File: src/rtl/riscv_pkg.sv
// Shared core types: NOP constant, fetch fault codes
// and the instruction-memory LOAD/RUN state enum.
package riscv_pkg;

  localparam logic [31:0] NOP_INSTR = 32'h0000_0033;

  localparam logic [1:0] FAULT_NONE     = 2'b00;
  localparam logic [1:0] FAULT_MISALIGN = 2'b01;
  localparam logic [1:0] FAULT_RANGE    = 2'b10;

  typedef enum logic {
    ST_LOAD,
    ST_RUN
  } state_e;

endpackage

File: src/rtl/instr_mem_array.sv
// DEPTH x DATA_W simple dual-port RAM, one sync write port,
// one enable-gated sync read port; unreset so it maps to BRAM.
module instr_mem_array #(
  parameter int DEPTH  = 64,
  parameter int DATA_W = 32,
  parameter int IDX_W  = $clog2(DEPTH)
) (
  input  logic              clk,
  input  logic              we,
  input  logic [IDX_W-1:0]  waddr,
  input  logic [DATA_W-1:0] wdata,
  input  logic              re,
  input  logic [IDX_W-1:0]  raddr,
  output logic [DATA_W-1:0] rdata
);

  logic [DATA_W-1:0] mem [DEPTH];
  logic [DATA_W-1:0] rdata_q;

  always_ff @(posedge clk) begin
    if (we) begin
      mem[waddr] <= wdata;
    end
    if (re) begin
      rdata_q <= mem[raddr];
    end
  end

  assign rdata = rdata_q;

endmodule

File: src/rtl/instr_fetch_mem.sv
// Run-time loadable instruction memory with 1-cycle fetch
// handshake, stall/flush, and misalign/range fault flags.
// Ports: clk/rst, ld_* load port, req_* fetch, rsp_* response.
module instr_fetch_mem
  import riscv_pkg::*;
#(
  parameter int              DEPTH    = 64,
  parameter int              PC_W     = 32,
  parameter int              DATA_W   = 32,
  parameter logic [DATA_W-1:0] NOP_WORD = DATA_W'(NOP_INSTR),
  parameter int              IDX_W    = $clog2(DEPTH)
) (
  input  logic              clk,
  input  logic              rst,
  input  logic              ld_en,
  input  logic [IDX_W-1:0]  ld_addr,
  input  logic [DATA_W-1:0] ld_data,
  input  logic              ld_done,
  output logic [IDX_W:0]    ld_count,
  output logic              running,
  input  logic              req_valid,
  input  logic [PC_W-1:0]   req_pc,
  output logic              req_ready,
  input  logic              stall,
  input  logic              flush,
  output logic              rsp_valid,
  output logic [PC_W-1:0]   rsp_pc,
  output logic [DATA_W-1:0] rsp_instr,
  output logic [1:0]        rsp_fault
);

  localparam logic [IDX_W:0]  DEPTH_C = (IDX_W+1)'(DEPTH);
  localparam logic [PC_W-1:0] DEPTH_P = PC_W'(DEPTH);

  state_e            state_q, state_d;
  logic [IDX_W:0]    ld_count_q, ld_count_d;
  logic              rsp_valid_q, rsp_valid_d;
  logic [PC_W-1:0]   rsp_pc_q, rsp_pc_d;
  logic [1:0]        rsp_fault_q, rsp_fault_d;
  // set when rsp_instr comes from the RAM read register
  logic              src_mem_q, src_mem_d;

  logic              accept;
  logic              wr_en;
  logic              rd_en;
  logic [1:0]        pc_fault;
  logic [DATA_W-1:0] ram_rdata;

  assign running   = (state_q == ST_RUN);
  assign req_ready = running & ~stall & ~flush;
  assign accept    = req_valid & req_ready;

  always_comb begin
    pc_fault = FAULT_NONE;
    if (req_pc[1:0] != 2'b00) begin
      pc_fault = FAULT_MISALIGN;
    end else if ({2'b00, req_pc[PC_W-1:2]} >= DEPTH_P) begin
      pc_fault = FAULT_RANGE;
    end
  end

  assign rd_en = accept & (pc_fault == FAULT_NONE);
  assign wr_en = ~running & ld_en
               & ({1'b0, ld_addr} < DEPTH_C);

  always_comb begin
    state_d    = state_q;
    ld_count_d = ld_count_q;
    if (wr_en && ld_count_q != DEPTH_C) begin
      ld_count_d = ld_count_q + 1'b1;
    end
    if (state_q == ST_LOAD && ld_done) begin
      state_d = ST_RUN;
    end
  end

  always_comb begin
    rsp_valid_d = rsp_valid_q;
    rsp_pc_d    = rsp_pc_q;
    rsp_fault_d = rsp_fault_q;
    src_mem_d   = src_mem_q;
    if (flush) begin
      rsp_valid_d = 1'b0;
    end else if (!stall) begin
      rsp_valid_d = accept;
      if (accept) begin
        rsp_pc_d    = req_pc;
        rsp_fault_d = pc_fault;
        src_mem_d   = (pc_fault == FAULT_NONE);
      end
    end
  end

  always_ff @(posedge clk or posedge rst) begin
    if (rst) begin
      state_q     <= ST_LOAD;
      ld_count_q  <= '0;
      rsp_valid_q <= 1'b0;
      rsp_pc_q    <= '0;
      rsp_fault_q <= FAULT_NONE;
      src_mem_q   <= 1'b0;
    end else begin
      state_q     <= state_d;
      ld_count_q  <= ld_count_d;
      rsp_valid_q <= rsp_valid_d;
      rsp_pc_q    <= rsp_pc_d;
      rsp_fault_q <= rsp_fault_d;
      src_mem_q   <= src_mem_d;
    end
  end

  instr_mem_array #(
    .DEPTH  (DEPTH),
    .DATA_W (DATA_W),
    .IDX_W  (IDX_W)
  ) u_mem (
    .clk   (clk),
    .we    (wr_en),
    .waddr (ld_addr),
    .wdata (ld_data),
    .re    (rd_en),
    .raddr (req_pc[IDX_W+1:2]),
    .rdata (ram_rdata)
  );

  assign ld_count  = ld_count_q;
  assign rsp_valid = rsp_valid_q;
  assign rsp_pc    = rsp_pc_q;
  assign rsp_fault = rsp_fault_q;
  assign rsp_instr = src_mem_q ? ram_rdata : NOP_WORD;

endmodule

File: config.mk
export PLATFORM = sky130hd
export DESIGN_NAME = instr_fetch_mem
export DESIGN_NICKNAME = d
export VERILOG_FILES = /design/src/rtl/riscv_pkg.sv /design/src/rtl/instr_mem_array.sv /design/src/rtl/instr_fetch_mem.sv
export SDC_FILE = /design/constraint.sdc
export NUM_CORES = 2
export LEC_CHECK = 0
export CORE_MARGIN = 2
export CORE_UTILIZATION = 38
export DETAILED_ROUTE_END_ITERATION = 8
export GPL_ROUTABILITY_DRIVEN = 0
export PLACE_DENSITY = 0.62
export SLEW_MARGIN = 20
export SYNTH_ARGS = -nofsm -noshare
export SYNTH_HDL_FRONTEND = slang
export SYNTH_HIERARCHICAL = 1
export SYNTH_SLANG_ARGS = --single-unit
File: constraint.sdc
create_clock -name clk -period 5 [get_ports clk]
set_input_delay 0.5 -clock clk [delete_from_list [all_inputs] [get_ports clk]]
set_output_delay 0.5 -clock clk [all_outputs]
set_load 0.01 [all_outputs]
# == Word level (Yosys, flattened, before mapping) ==
# Memories as Yosys holds them, arrays and structs flattened. A register that Yosys moved wholly into a read port is not among the register bits.
# Cells that the tools add are included.
# classes
bitwise_logic,8
mux,7
n_reduce_logical,5
addsub,1
eq_ne,2
order_cmp,1
# op_table
cell,n
$mux W32,1
$ge A30 B7 Y1 const B,1
$add A7 B1 Y7 const B,1
$ne A7 B7 Y1 const B,1
$and A1 B1 Y1,5
$mux W1,4
$mux W2,2
$not A1 Y1,3
$reduce_and A3 Y1,1
$logic_and A1 B1 Y1,2
$logic_not A2 Y1,1
$ne A2 B1 Y1 const B,1
$reduce_bool A2 Y1,1
# totals
elab_cells,31
inputBits,77
n_memories,1
out_inout_bits,76
mem_bits_rw,2048
register_bits,44
# memory_table
memory,depth,width,read_ports,rd_ports_with_merged_regs,write_ports,line,text
u_mem.mem,64,32,1,1,1,instr_mem_array.sv:17,logic [DATA_W-1:0] mem [DEPTH];

# == Logic depth before layout (Yosys ltp) ==
# logic_depth
depth_word,6
ltp_mapped,10
ltp_nobuf,6

# == Hierarchy ==
# Netlist, hierarchy kept.
# modules_own_cells
module,area_per_inst_um2,cells_per_inst,seq_area_each_um2,n_inst
instr_mem_array,78835.6,3324,62459.9,1
instr_fetch_mem,2037.0,231,1101.1,1

# == Least setup slack after synthesis ==
# No wires, ideal clock.
# synth_path
kind,input-to-reg
from,input port ld_en
to,memory u_mem.mem[48][0] (enable)
setup_time_ns,0.461
arrival_time_ns,3.484
required_time_ns,4.539
slack_ns,1.055
path_stages,4
n_path_buf,0
path_cell_list,nor2b_1 > nor2b_1 > nand4b_1 > nor3_1
# synth_between
elab_chain_cells,3
# synth_rtl
item,line,text
start: declaration,instr_fetch_mem.sv:15,"input logic ld_en,"
$and A1 B1 Y1,instr_fetch_mem.sv:63,assign wr_en = ~running & ld_en
$mux W1,instr_mem_array.sv:21,if (we) begin
$mux W1 (implied by the code),instr_mem_array.sv:22,mem[waddr] <= wdata;
end: declaration,instr_mem_array.sv:17,
# No other way between the ends.

# == Final worst setup path ==
# layout_path
from,register src_mem_q
to,output port rsp_instr[2]
# layout_between
elab_chain_cells,1
# layout_rtl
item,line,text
start: declaration,instr_fetch_mem.sv:41,"logic src_mem_q, src_mem_d;"
start signal: assignment,instr_fetch_mem.sv:108,src_mem_q <= src_mem_d;
$mux W32,instr_fetch_mem.sv:130,assign rsp_instr = src_mem_q ? ram_rdata : NOP_WORD;
end: declaration,instr_fetch_mem.sv:28,"output logic [DATA_W-1:0] rsp_instr,"
# No other way between the ends.

==> results.md <==
- Req. time, crit path: 4.50 ns
- Post-synth top cells: 2,080 x edfxtp_1, 544 x mux4_2, 142 x nor2_1, 128 x nand2_1, 93 x mux2i_1
- DR pass1 iterations: 5
- Distinct cells, synth: 49
- XOR/XNOR Fraction of Synth Area: 0.0650%
- Largest net degree at the start of global routing: 97
- Final setup fails: 0
- Slew @ Worst Pin: roughly 1.1 ns
- Root Driver: clkbuf_16
- # IOs: between 150 and 200
- Total chip power: 37.0 mW
- Fillers: approximately 18,000
- Clk_skew: 0.0332 ns
- Clk sink count: 2,124
- Max-Cap Viols: 0
- Most common cell in the netlist: edfxtp_1
- Internal power: slightly below 30 mW
- Die area: around 220,000 um^2
- Mapped Area: 80,900 um^2
- Total track usage: 19.3%
- Reg power frac: a little over half
- CTS H-tree lvls: 4
- First-pass GRT wire length: 297,000 um
- Area share of the largest cell type after synthesis: 77.2%
- Post-Synth Adder-Cell Area: 0.0309%
- Worst slew margin: 28.8%
- I/O Buffers: 152
- Worst VDD drop: approximately 380 uV
- Switching Share: 21.4%
- CTS tree: yes
- EDFF count, synth: 2,080
- Pins Over Slew Limit: 0
- Multiplexer share of the synthesized area: 16.3%
- Worst skew pair latency: 0.85 ns
- DRC Markers: 0
- Synth Area in Compound Gates: between 1.5 and 2%
- Max frequency: around 300 MHz
- Clk pin slew, worst setup/hold paths: 0.06 ns
- Share of the yosys chip area belonging to registers: ~80%
- Tcrit/Tclk final: 67.0%
- Average size of a mapped cell: 22.7 um^2
- Hold Violations, Final: 0
- Max Fanout on Critical Path: 33
- # rows: ~170
- Clk buf depth: 3
- Combinational share of power: 5.2%
- Post-CTS setup buffers: 0
- CTS hold repair buffers: 0
- Antenna Nets Post-Route: 0
- WL final: 210,000 um
- Yosys reg bits: between 2,000 and 2,500
- Status: finished, final reports clean
- Post-detailed-route via-to-cell ratio: around 5.6
- FFs w/ async S/R, synth: under 10%
- CTS-repair resized insts: 0
- Net Count, Synth: between 3,000 and 4,000
- Yosys top cell by area: edfxtp_1
- Worst EP arrival: 2.85 ns
- Sum Neg Setup Slack: 0 ns
- Yosys warnings: 6
- Prevailing post-synth register cell: edfxtp_1
- RSZ-0062 raised after global routing: no
- Nets: 3,983
- Vias in the first global route: 38,600
- Post-Synth Simple-Gate Area: 2.15%
- Leak pwr: 29.3 nW
- Die width: 465 um
- Initial antenna violation count: 11
- Critical Path End Type: primary output
- DIE HEIGHT: 465 um
- Main combinational cell family by area after synthesis: multiplexers
- Post-DP HPWL: ~120,000 um
- Pwr Density: 394 nW/um^2
- Cells after Synth: 3,555
- Critical path startpoint category: register
- Core area: 212,000 um^2
- CTS Buf Count: 207
- DR vias: about 39,000
- Routed len/inst: a little over 30 um
- Switching power: about 8 mW
- Starting Density: a little under two fifths
- Post-layout minimum cycle time: 3.35 ns
- Syn-to-layout area delta: 15.9%
- Layout cell share with drive strength beyond 1: 27.8%
- WS Path Type: register to primary output
- GR Overflow Total: 0
- Initial drt markers: 4,892
- Hold Path Class: input port to async pin
- Synth area leaders: edfxtp_1 77%, mux4_2 15%, dfrtp_1 1.4%
- Power share of the clock group: 41.7%
flip-flops by register name (all words and copies together) (netlist names):
name / cells
running: 1
ld_count: 7
rsp_valid: 1
u_mem/mem: 2048
src_mem_q: 1
rsp_fault: 2
u_mem/rdata: 32
rsp_pc: 32
area by class of cell:
| type | instances | area, um^2 | share of cell area [%] |
|---|---|---|---|
| well taps | 2821 | 3530 | 3.76 |
| diodes | 5 | 12.5 | 0.0133 |
| repair buffers | 332 | 3070 | 3.27 |
| flip-flops and latches | 2124 | 63600 | 67.8 |
| multi-input cells | 1234 | 16900 | 18.0 |
| clock inverters | 137 | 1360 | 1.45 |
| inverters | 5 | 18.8 | 0.0200 |
| clock buffers | 243 | 5340 | 5.69 |
metrics by stage:
step                      hold slack (ns)  utilization [%]  instances  area (um^2)  worst slack (ns)
after CTS                          0.0715             44.2       6896        93700              1.52
after detailed placement            0.462             41.1       6516        87000              1.08
final                               0.104             44.3       6901        93800              1.65
after floorplan                     0.514                -       3555        80900              1.06
after global placement              0.458             41.1       6515        87000              1.15
after global routing                0.132             44.2       6897        93800              1.56
layer usage:
metal | share of wire, % | up-vias | global-route usage [%]
met5 | 0.0076 | - | 0
met4 | 2.9 | 4 | 5.63
met3 | 7.7 | 254 | 3.30
met2 | 49 | 1731 | 31.4
met1 | 40 | 21100 | 26.7
li1 | - | 15700 | -
layout by cell type, fill, tap and decap left out, types with 27 or more instances in the layout:
cell,n
edfxtp_1,2080
mux4_2,544
clkbuf_16,208
buf_4,156
nand2_1,127
clkdlybuf4s50_1,115
mux2i_1,93
o22ai_1,84
nor2_1,79
nor2_4,63
a21oi_1,62
clkinv_1,55
dfrtp_1,43
clkinv_2,42
clkbuf_1,35
and2_1,30
buf_2,30
o221ai_1,27
buf_12,27
power by group through the flow:
stage | combinational, mW | clock [mW] | sequential, mW
after CTS | 1.96 | 15.6 | 19.6
after global routing | 2.04 | 16.3 | 19.6
final | 1.94 | 15.4 | 19.6
after detailed placement | 1.96 | 0 | 20.0
after floorplan | 0.918 | 0 | 20.0
after global placement | 1.94 | 0 | 20.0
logic make-up after synthesis:
kind of cell,count (synthesis)
mux,638
buf+inv,197
xor+xnor,6
fa+ha+maj,2
flops,2124
compound gates,206
simple gates,382
critical path: stages (launching register included):
cell and delay, ns:
dfrtp_2 0.93, and2_1 0.42, clkdlybuf4s50_1 0.61
worst paths after layout:
path | from | to | slack (ns) | cells after the start
worst max-delay path | src_mem_q | rsp_instr[2] | 1.65 | 2
worst min-delay path | rst | ld_count[6] | 0.10 | 3
worst max register to register | running | u_mem/mem[54][9] | 1.73 | 6
worst min register to register | rsp_pc[20] | rsp_pc[20] | 0.47 | 2
max in group asynchronous | rst | src_mem_q | 4.49 | 3
min in group clk | req_pc[4] | rsp_pc[4] | 0.14 | 3
(Power assumes the default switching activity.)
